### src/rtl/stream_mux_arb.sv
// stream_mux_arb: registered N-to-1 valid/ready stream multiplexer.
// The channel is chosen by an external select (force_en/force_sel) or by
// internal arbitration (MODE 0 = fixed priority, MODE 1 = round-robin).
// The chosen word goes into a one-entry output register. That register can
// drain and refill in the same cycle, so a continuous stream has no bubbles.
module stream_mux_arb #(
  parameter int WIDTH = 64,
  parameter int N     = 4,
  parameter int MODE  = 1,
  localparam int SEL_W = $clog2(N)
) (
  input  logic                 clk,
  input  logic                 rst_n,
  input  logic [N-1:0]         in_valid,
  input  logic [N*WIDTH-1:0]   in_data,
  output logic [N-1:0]         in_ready,
  input  logic                 force_en,
  input  logic [SEL_W-1:0]     force_sel,
  output logic                 out_valid,
  output logic [WIDTH-1:0]     out_data,
  output logic [SEL_W-1:0]     out_sel,
  input  logic                 out_ready
);

  // The valid vector is padded to the full select range. A forced index at or
  // beyond N then reads a zero bit and produces no grant, with no separate
  // range compare.
  localparam int PAD = 2 ** SEL_W;

  typedef enum logic {EMPTY, FULL} state_t;

  state_t            state_reg;
  logic              out_valid_reg;
  logic [WIDTH-1:0]  out_data_reg;
  logic [SEL_W-1:0]  out_sel_reg;
  logic [SEL_W-1:0]  ptr_reg;

  logic              can_accept;
  logic [N-1:0]      grant;
  logic [SEL_W-1:0]  grant_idx;
  logic              grant_any;
  logic [PAD-1:0]    valid_pad;
  logic [WIDTH-1:0]  ch_data [N];

  // Split the flat input bus into one word per channel.
  for (genvar gi = 0; gi < N; gi++) begin : g_split
    assign ch_data[gi] = in_data[gi*WIDTH +: WIDTH];
  end

  assign valid_pad  = PAD'(in_valid);
  assign can_accept = (state_reg == EMPTY) | out_ready;

  // Grant selection. Each loop runs from the highest candidate down to the
  // lowest, so the last match, which is the highest-priority one, wins.
  always_comb begin
    grant     = '0;
    grant_idx = '0;
    grant_any = 1'b0;
    if (rst_n && can_accept) begin
      if (force_en) begin
        if (valid_pad[force_sel]) begin
          grant_any = 1'b1;
          grant_idx = force_sel;
        end
      end else if (MODE == 0) begin
        for (int i = N - 1; i >= 0; i--) begin
          if (in_valid[i]) begin
            grant_any = 1'b1;
            grant_idx = SEL_W'(i);
          end
        end
      end else begin
        for (int k = N - 1; k >= 0; k--) begin
          if (in_valid[(int'(ptr_reg) + k) % N]) begin
            grant_any = 1'b1;
            grant_idx = SEL_W'((int'(ptr_reg) + k) % N);
          end
        end
      end
      if (grant_any) begin
        grant[grant_idx] = 1'b1;
      end
    end
  end

  assign in_ready = grant;

  // Output register FSM, data capture and round-robin pointer advance.
  always_ff @(posedge clk or negedge rst_n) begin
    if (!rst_n) begin
      state_reg     <= EMPTY;
      out_valid_reg <= 1'b0;
      out_data_reg  <= '0;
      out_sel_reg   <= '0;
      ptr_reg       <= '0;
    end else begin
      if (grant_any) begin
        state_reg     <= FULL;
        out_valid_reg <= 1'b1;
        out_data_reg  <= ch_data[grant_idx];
        out_sel_reg   <= grant_idx;
        // Only arbitrated grants move the pointer. A forced grant is an
        // override and must not disturb the fairness order.
        if (MODE == 1 && !force_en) begin
          ptr_reg <= (grant_idx == SEL_W'(N - 1)) ? '0 : grant_idx + SEL_W'(1);
        end
      end else if (state_reg == FULL && out_ready) begin
        state_reg     <= EMPTY;
        out_valid_reg <= 1'b0;
      end
    end
  end

  assign out_valid = out_valid_reg;
  assign out_data  = out_data_reg;
  assign out_sel   = out_sel_reg;

endmodule

### config.mk
export PLATFORM = sky130hd
export DESIGN_NAME = stream_mux_arb
export DESIGN_NICKNAME = d
export VERILOG_FILES = /design/src/rtl/stream_mux_arb.sv
export SDC_FILE = /design/constraint.sdc
export NUM_CORES = 1
export LEC_CHECK = 0
export ABC_AREA = 1
export ABC_CLOCK_PERIOD_IN_PS = 2400
export CAP_MARGIN = 0
export CORE_MARGIN = 4
export CORE_UTILIZATION = 41
export DETAILED_ROUTE_END_ITERATION = 8
export PLACE_DENSITY = 0.88
export RECOVER_POWER = 100
export SYNTH_ARGS = -nofsm -noshare
export SYNTH_HDL_FRONTEND = slang
export SYNTH_SLANG_ARGS = --single-unit
### constraint.sdc
create_clock -name clk -period 2.4 [get_ports clk]
set_clock_uncertainty 0.05 [all_clocks]
set_input_delay 0.48 -clock clk [delete_from_list [all_inputs] [get_ports clk]]
set_output_delay 0.48 -clock clk [all_outputs]
set_load 0.005 [all_outputs]
Word level (Yosys, flattened, before mapping)
Index checks and enable logic that the tools add are counted.

Bitwise gates (word level): 7. Divide/modulo/power cells: 0. Multiply operators: 0. Reductions and logical operators: 8. Eq/ne operators: 1. $lt $le $gt $ge: 8. Shift operators: 0. Muxes and demuxes: 39. $add $sub $neg: 4.

Operators by type and width (number): $bmux 64 s2 (1); $mux 64 (2); $mux 1 (19); $mux 2 (9); $lt 3x4->1 const B (3); $bmux 1 s2 (5); $lt 2x3->1 const B (3); $mux 4 (2); $reduce_or 2->1 (3); $add 2x1->2 const B (2); $add 2x2->2 const B (2); $and 1x1->1 const A (3); $ge 3x3->1 const B (1); $logic_and 1x1->1 (3); $not 2->3 (1); $demux 1 s2 (1); $eq 2x2->1 const B (1); $ge 2x1->1 const B (1); $not 1->1 (2); $reduce_and 2->1 (1); $reduce_bool 2->1 (1); $or 1x1->1 (1).

Flip-flop bits (word level): 69. RAM bits: 0. Memories kept: 0. Output and inout bits: 71. Bits in read-only memories: 0. Latch bits: 0. Word-level logic and storage cells: 71.

Depth between registers and ports, before layout
Gate-level depths: netlist (run 1).

Depth after elaboration: 18. Depth in mapped cells: 18. Gate-level depth less buffers: 15.

Worst setup path after synthesis (run 1)
Ideal clock, no wire load.

Path type: flip-flop to output port. From: register ptr_reg[0]. To: output port in_ready[0]. Required time: 1870 ps. Path slack: 287 ps. Buffers on the path: 2. Stages on the path, launching flop included: 14. Arrival: 1583 ps. Path through: dfrtp_1 > buf_4 > inv_6 > nand2_2 > nand2_1 > nand2_1 > nand3_1 > nand2_1 > nand2_1 > nand3_2 > nand2_1 > buf_2 > nand2_1 > nor2_1.

Longest elaborated chain between the ends: 16.

Ends and longest elaborated chain: start: declaration (line 36) `logic [SEL_W-1:0] ptr_reg;`; start signal: assignment (line 105) `ptr_reg <= (grant_idx == SEL_W'(N - 1)) ? '0 : grant_idx + SEL_W'(1);`; $add 2x2->2 (line 74, 76); $bmux 1 s2 (line 74) `if (in_valid[(int'(ptr_reg) + k) % N]) begin`; $mux 1 (implied by the code) (2 in series) (line 74); $mux 2 (4 in series) (line 74); $mux 2 (line 60) `if (force_en) begin`; $mux 2 (line 59) `if (rst_n && can_accept) begin`; $lt 2x3->1 (implied by the code) / $ge 2x1->1 (equally long branches) (line 81) `grant[grant_idx] = 1'b1;`; $logic_and 1x1->1 (implied by the code) (line 81); $mux 1 (implied by the code) (line 81); $demux 1 s2 (line 81); $mux 4 (*) (line 80) `if (grant_any) begin`; $mux 4 (*) (line 59); end: declaration (line 16) `output logic [N-1:0] in_ready,`.

Mark *: on every way between the ends. The rest lies on a longest branch, timed or not. The select of a mux whose other input is x is not followed.

Worst setup path in the final report (run 1)
From: register ptr_reg[0]. To: output port in_ready[1].

The elaborated chain is that of the path after synthesis.

==> impl_metrics.toml, run 1 <==
[run_status]
outcome = "finished, violations left"
violations = "max-capacitance violations, max-slew violations, negative setup slack"

[critical_path]
cp.required_ns = 1.87
end_kind = "output pin"
cp_max_fo = 4
arrival_ns = 2.04
crit_type = "reg2out"
start_kind = "flip-flop"

[min_path]
hp-class = "reg2reg"

[sta]
tightest_slew_ns = 1.74
slew_headroom_pct = -16.2
grt_setup_unrepaired = "true"
final_hold_viol_count = 0
drv_slew = 70
max_clock_freq_mhz = 389
setup_viol = 13
setup_ws_ns = -0.169
fin_crit_sh_pct = 107
period_minus_slack_ns = 2.57

[power]
internal_power_mw = 5.10
swShare_pct = 41.9
p_comb_share_pct = 60.9
p_total_mw = 8.77
p_clk_share_pct = 15.6
p_leak_nw = 5.90
powerDensity_nw_per_um2 = 823
p_switching_mw = 3.67
pwr-share-seq_pct = 23.5
ir_worst_vdd_v = 0.000501

[yosys]
synth_most_common_cell = "nand2_1"
synth_area_leaders = "dfrtp_1 (27%), nand2_1 (25%), inv_1 (15%), nand4_1 (12%), nand3_1 (10%)"
syn_area_um2 = 6340
yosysWarningCount = 0
synth_top_area_cell = "dfrtp_1"
synth_nets = 1391
synth.distinct_cells = 23
synth-seq-cells = 69
postSynthCellCount = 1125
synth_common_cells = "nand2_1 (416), inv_1 (256), nand3_1 (126)"
synth_edf_count = 0
yosysTopAreaCellShare_pct = 27.2
avgSynthCellArea_um2 = 5.63
synthFlopType = "dfrtp_1"
ys_async_sr_fraction_pct = 100
synth_seq_area_share_pct = 27.2

[placement]
dp.cells = 1608
dpl_worst_slack_ns = -0.583
place.port_buffers = 336
place_area_um2 = 9900
gp_congestion = 0.965
dp_hpwl_um = 18400

[global_routing]
gr-usage-all-layers_pct = 28.0
use_met2_pct = 49.1
grt_max_degree = 98
antenna_found_initial = 0
grt_pass1_wl_um = 40500
use_met1_pct = 32.6
grt-busiest-layer = "met2"
grt.overflow.total = 0
use_met3_pct = 6.87
grt_pass1_vias = 8126

[cells_and_area]
fin_cells = 1643
final-seq-area_um2 = 1730
multi_input_area_um2 = 3420
n_antenna_cell = 0
drive_above_1_share_pct = 9.62
largest_reg_flops = 64
syn_to_final_growth_pct = 68.1
nNetsFinal = 1716
fin_area_um2 = 10700
n_fill_cell = 1252

[floorplanning]
dieArea_um2 = 17500
num_io_pins = 337
die_h_um = 132
core-area_um2 = 15100
die_x_um = 132
std_cell_rows = 45
start_util_pct = 41.8

[clock_tree]
clockRootBuffer = "clkbuf_16"
htree_levels = 3
clk_pin_slew_worst_paths_ns = 0.06
clock-sinks = 69
cts_made_buffers = 9
clk_path_buf_depth = 2
clk_latency_ns = 0.32
cts_tree = "yes"

[route]
num_vias = 8632
viasPerCell = 5.25
routed_wl_um = 27200
initialDrtViolationCount = 738
wl_per_cell_um = 16.5
drt-pass1-iter-count = 6
ant_nets = 0
drt_drc_violations_left = 0

[run]
drv_cap = 1
## through the flow
stage / TNS (ns) / util, % / hold slack, ns
after CTS: -0.0621 / 68.3 / 0.361
after global routing: -7.60 / 70.3 / 0.442
after floorplan: 0 / - / 0.134
after detailed placement: -29.20 / 65.4 / 0.408
final: -0.562 / 70.3 / 0.417
after global placement: -24.01 / 65.4 / 0.405
## power groups by stage
stage,Sequential (mW),Clock [mW],Combinational (mW)
2_1_floorplan,2.08,0,2.25
3_3_place_gp,2.07,0,4.62
3_5_place_dp,2.08,0,4.72
4_1_cts,2.07,1.40,4.92
5_1_grt,2.13,1.44,5.77
6_report,2.06,1.37,5.34
## cells by family (layout without fill, tap and decap cells)
| family | Yosys count | in the layout | share of synthesized area, % |
|---|---|---|---|
| buf+inv | 341 | 671 | 21.8 |
| compound gates | 13 | 13 | 1.22 |
| flops | 69 | 69 | 27.2 |
| simple gates | 702 | 702 | 49.8 |
## routing by layer
metal | wire length, um | vias up | part of all wire, %
met5 | 0 | - | 0
met4 | 1150 | 0 | 4.2
met3 | 2880 | 98 | 11
met2 | 13300 | 551 | 49
met1 | 9910 | 3885 | 36
li1 | - | 4098 | -
## final timing paths
path	from	to	slack (ns)	depth (start not counted)
max	ptr_reg[0]	in_ready[1]	-0.17	14
min	out_data[27]	out_data[27]	0.42	2
max reg2reg	ptr_reg[0]	out_data[3]	-0.04	17
min reg2reg	out_data[27]	out_data[27]	0.42	2
max in group asynchronous	rst_n	ptr_reg[0]	0.44	2
min in group asynchronous	rst_n	out_valid	0.67	2
## repair_timing
item,CTS,global route
setup buffers,10,4
resized for setup,47,49
cloned,0,5
setup endpoints to repair,71,71
hold buffers,0,0
pin swaps,16,18
## worst max-delay path, cell delays in order (launching register included)
cell     delay (ns)
dfrtp_2        0.46
buf_12         0.16
nand2_2        0.10
nand2_2        0.06
nand2_2        0.08
nand2_1        0.07
nor2_1         0.15
nand2_1        0.11
nand2_2        0.10
nor2_4         0.05
nand3_4        0.10
inv_2          0.05
nand2_2        0.07
inv_2          0.04
buf_6          0.10
## cell type report
type	count	area share, %
timing repair buffer	393	37.3
clock buffer	13	2.54
sequential	69	16.2
tap	188	2.21
inverter	262	9.29
clock inverter	3	0.399
multi-input combinational	715	32.1
## layout by cell type (no fill, tap or decap), types with 17 or more instances in the layout
cell	Yosys	routed
nor2_1	21	17
buf_4	2	33
inv_1	256	252
dfrtp_1	69	67
clkdlybuf4s50_1	0	258
dlygate4sd3_1	0	67
nand2_2	11	28
nand2_1	416	392
nand4_1	120	120
nand3_1	126	121
Note: power is estimated with default switching activity, not from simulation.
==> inputs of run 2 (changes only) <==
--- a/config.mk
+++ b/config.mk
@@ -6,13 +6,14 @@
 export NUM_CORES = 1
 export LEC_CHECK = 0
 export ABC_AREA = 1
-export ABC_CLOCK_PERIOD_IN_PS = 2400
-export CAP_MARGIN = 0
-export CORE_MARGIN = 4
-export CORE_UTILIZATION = 41
+export ABC_CLOCK_PERIOD_IN_PS = 3200
+export CAP_MARGIN = 15
+export CORE_AREA = 4 4 129 131
 export DETAILED_ROUTE_END_ITERATION = 8
+export DIE_AREA = 0 0 133 135
 export PLACE_DENSITY = 0.88
 export RECOVER_POWER = 100
+export SKIP_LAST_GASP = 1
 export SYNTH_ARGS = -nofsm -noshare
 export SYNTH_HDL_FRONTEND = slang
 export SYNTH_SLANG_ARGS = --single-unit
==> constraint.sdc (replaced) <==
create_clock -name clk -period 3.2 [get_ports clk]
set_clock_uncertainty 0.05 [all_clocks]
set_input_delay 0.64 -clock clk [delete_from_list [all_inputs] [get_ports clk]]
set_output_delay 0.64 -clock clk [all_outputs]
set_load 0.005 [all_outputs]
==> impl_metrics.toml, run 2 (same netlist as run 1, synthesis figures left out) <==
[power]
p_total_mw = 5.93
ir_worst_vdd_v = 0.000391
p_leak_nw = 5.75
powerDensity_nw_per_um2 = 580

[global_routing]
grt_pass1_vias = 7741
grt_pass1_wl_um = 39200
gr-usage-all-layers_pct = 27.0
grt_max_degree = 121
grt.overflow.total = 0
antenna_found_initial = 0

[placement]
dp_hpwl_um = 18000
dp.cells = 1629
gp_congestion = 0.905
place.port_buffers = 336
dpl_worst_slack_ns = -0.135

[clock_tree]
clk_latency_ns = 0.33
htree_levels = 3
clk_path_buf_depth = 2
clock-sinks = 69
cts_tree = "yes"
clockRootBuffer = "clkbuf_16"
clk_pin_slew_worst_paths_ns = 0.05
cts_made_buffers = 9
cts_hold_buf = 0

[cells_and_area]
drive_above_1_share_pct = 6.08
fin_cells = 1648
syn_to_final_growth_pct = 61.4
n_antenna_cell = 0
largest_reg_flops = 64
mostFrequentLayoutCells = "nand2_1 (409), clkdlybuf4s50_1 (261), inv_1 (255)"
final_common_cell = "nand2_1"
nNetsFinal = 1693

[route]
wl_per_cell_um = 15.4
ant_nets = 0
num_vias = 8210
drt-pass1-iter-count = 6
drt_drc_violations_left = 0
routed_wl_um = 25300
initialDrtViolationCount = 660
viasPerCell = 4.98

[critical_path]
cp_max_fo = 50
start_kind = "input port"
r2r_slack_ns = 0.30
crit_type = "in2reg"
cp.required_ns = 3.34
timing.rr.start = "ptr_reg[0]"
rr_endpoint = "out_valid"
end_kind = "flip-flop"
arrival_ns = 3.11
rr_worst_depth = 15

[floorplanning]
start_util_pct = 40.6
core-area_um2 = 15600
dieArea_um2 = 18000
num_io_pins = 337
die_h_um = 135
std_cell_rows = 46
die_x_um = 133

[sta]
drv_slew = 70
period_minus_slack_ns = 2.98
hold_slack_ns = 0.420
slew_headroom_pct = -18.2
setup_ws_ns = 0.223
fin_crit_sh_pct = 93.0
setup_viol = 0
grt_setup_unrepaired = "false"
max_clock_freq_mhz = 336
final_hold_viol_count = 0
tightest_slew_ns = 1.77

[min_path]
hold_depth = 2
whs_endpoint = "out_data[8]"
min-delay-start = "out_data[8]"
hp-class = "reg2reg"

[run_status]
outcome = "finished, violations left"
violations = "max-capacitance violations, max-slew violations"

[run]
drv_cap = 1
## run 2: changes by cell type in the layout (fill, tap and decap cells not counted), moves of 4 or more
cell	change
dlymetal6s2s_1	+5
dlygate4sd2_1	-4
buf_6	-12
nand2_4	-5
nand2_2	-11
nand2_1	+17
## run 2: per-stage QoR
| step | instance area (um2) | setup TNS, ns | util, % |
|---|---|---|---|
| after CTS | 10200 | -0.231 | 65.4 |
| after floorplan | 6340 | 0 | - |
| after global placement | 9870 | -0.299 | 63.3 |
| after detailed placement | 9870 | -0.351 | 63.3 |
| after global routing | 10200 | 0 | 65.6 |
| final | 10200 | 0 | 65.6 |
## run 2: area by class of cell
cell class / count / area (um2)
Fill cell: 1390 / 5370
Timing Repair Buffer: 370 / 3630
Multi-Input combinational cell: 715 / 3300
Sequential cell: 69 / 1730
Inverter: 262 / 990
Tap cell: 216 / 270
Clock buffer: 12 / 267
Clock inverter: 4 / 45.0
## run 2: critical path, stage by stage
cell and delay [ns]:
clkdlybuf4s50_1 0.50, nand2_1 0.08, nand2_2 0.10, nand2_1 0.06
nand2_2 0.06, nor2_1 0.04, nand2_1 0.08, nand2_2 0.07
nor2_4 0.16, buf_4 0.13, buf_4 0.10, buf_4 0.35
inv_2 0.07, clkbuf_4 0.41, nand2_1 0.15, nand2_1 0.06
## run 2: repair_timing
item	CTS	global route
setup endpoints to repair	4	2
buffers inserted	1	2
pin swaps	0	2
resized for setup	4	11
## run 2: per-layer routing
metal | track usage [%] | vias to the layer above | routed length, um
met5 | 0 | - | 0
met4 | 12.7 | 0 | 969
met3 | 5.92 | 70 | 2370
met2 | 45.3 | 425 | 12200
met1 | 33.0 | 3669 | 9780
li1 | - | 4046 | -
## run 2: worst max-delay path by stage
stage,startpoint,cells past startpoint,to,slack [ns]
final,in_valid[2],16,out_sel[0],0.22
after global routing,in_valid[2],16,out_sel[0],0.03
after CTS,in_valid[3],11,in_ready[0],-0.12
after detailed placement,in_valid[3],11,in_ready[0],-0.13
after global placement,in_valid[1],11,in_ready[0],-0.13
after floorplan,in_valid[3],12,in_ready[0],0.83
## run 2: report_power, final
group          total [mW]  internal (mW)  switching [mW]
Sequential           1.54           1.29           0.250
Clock                1.04          0.663           0.378
Combinational        3.35           1.51            1.84
Total                5.93           3.47            2.46
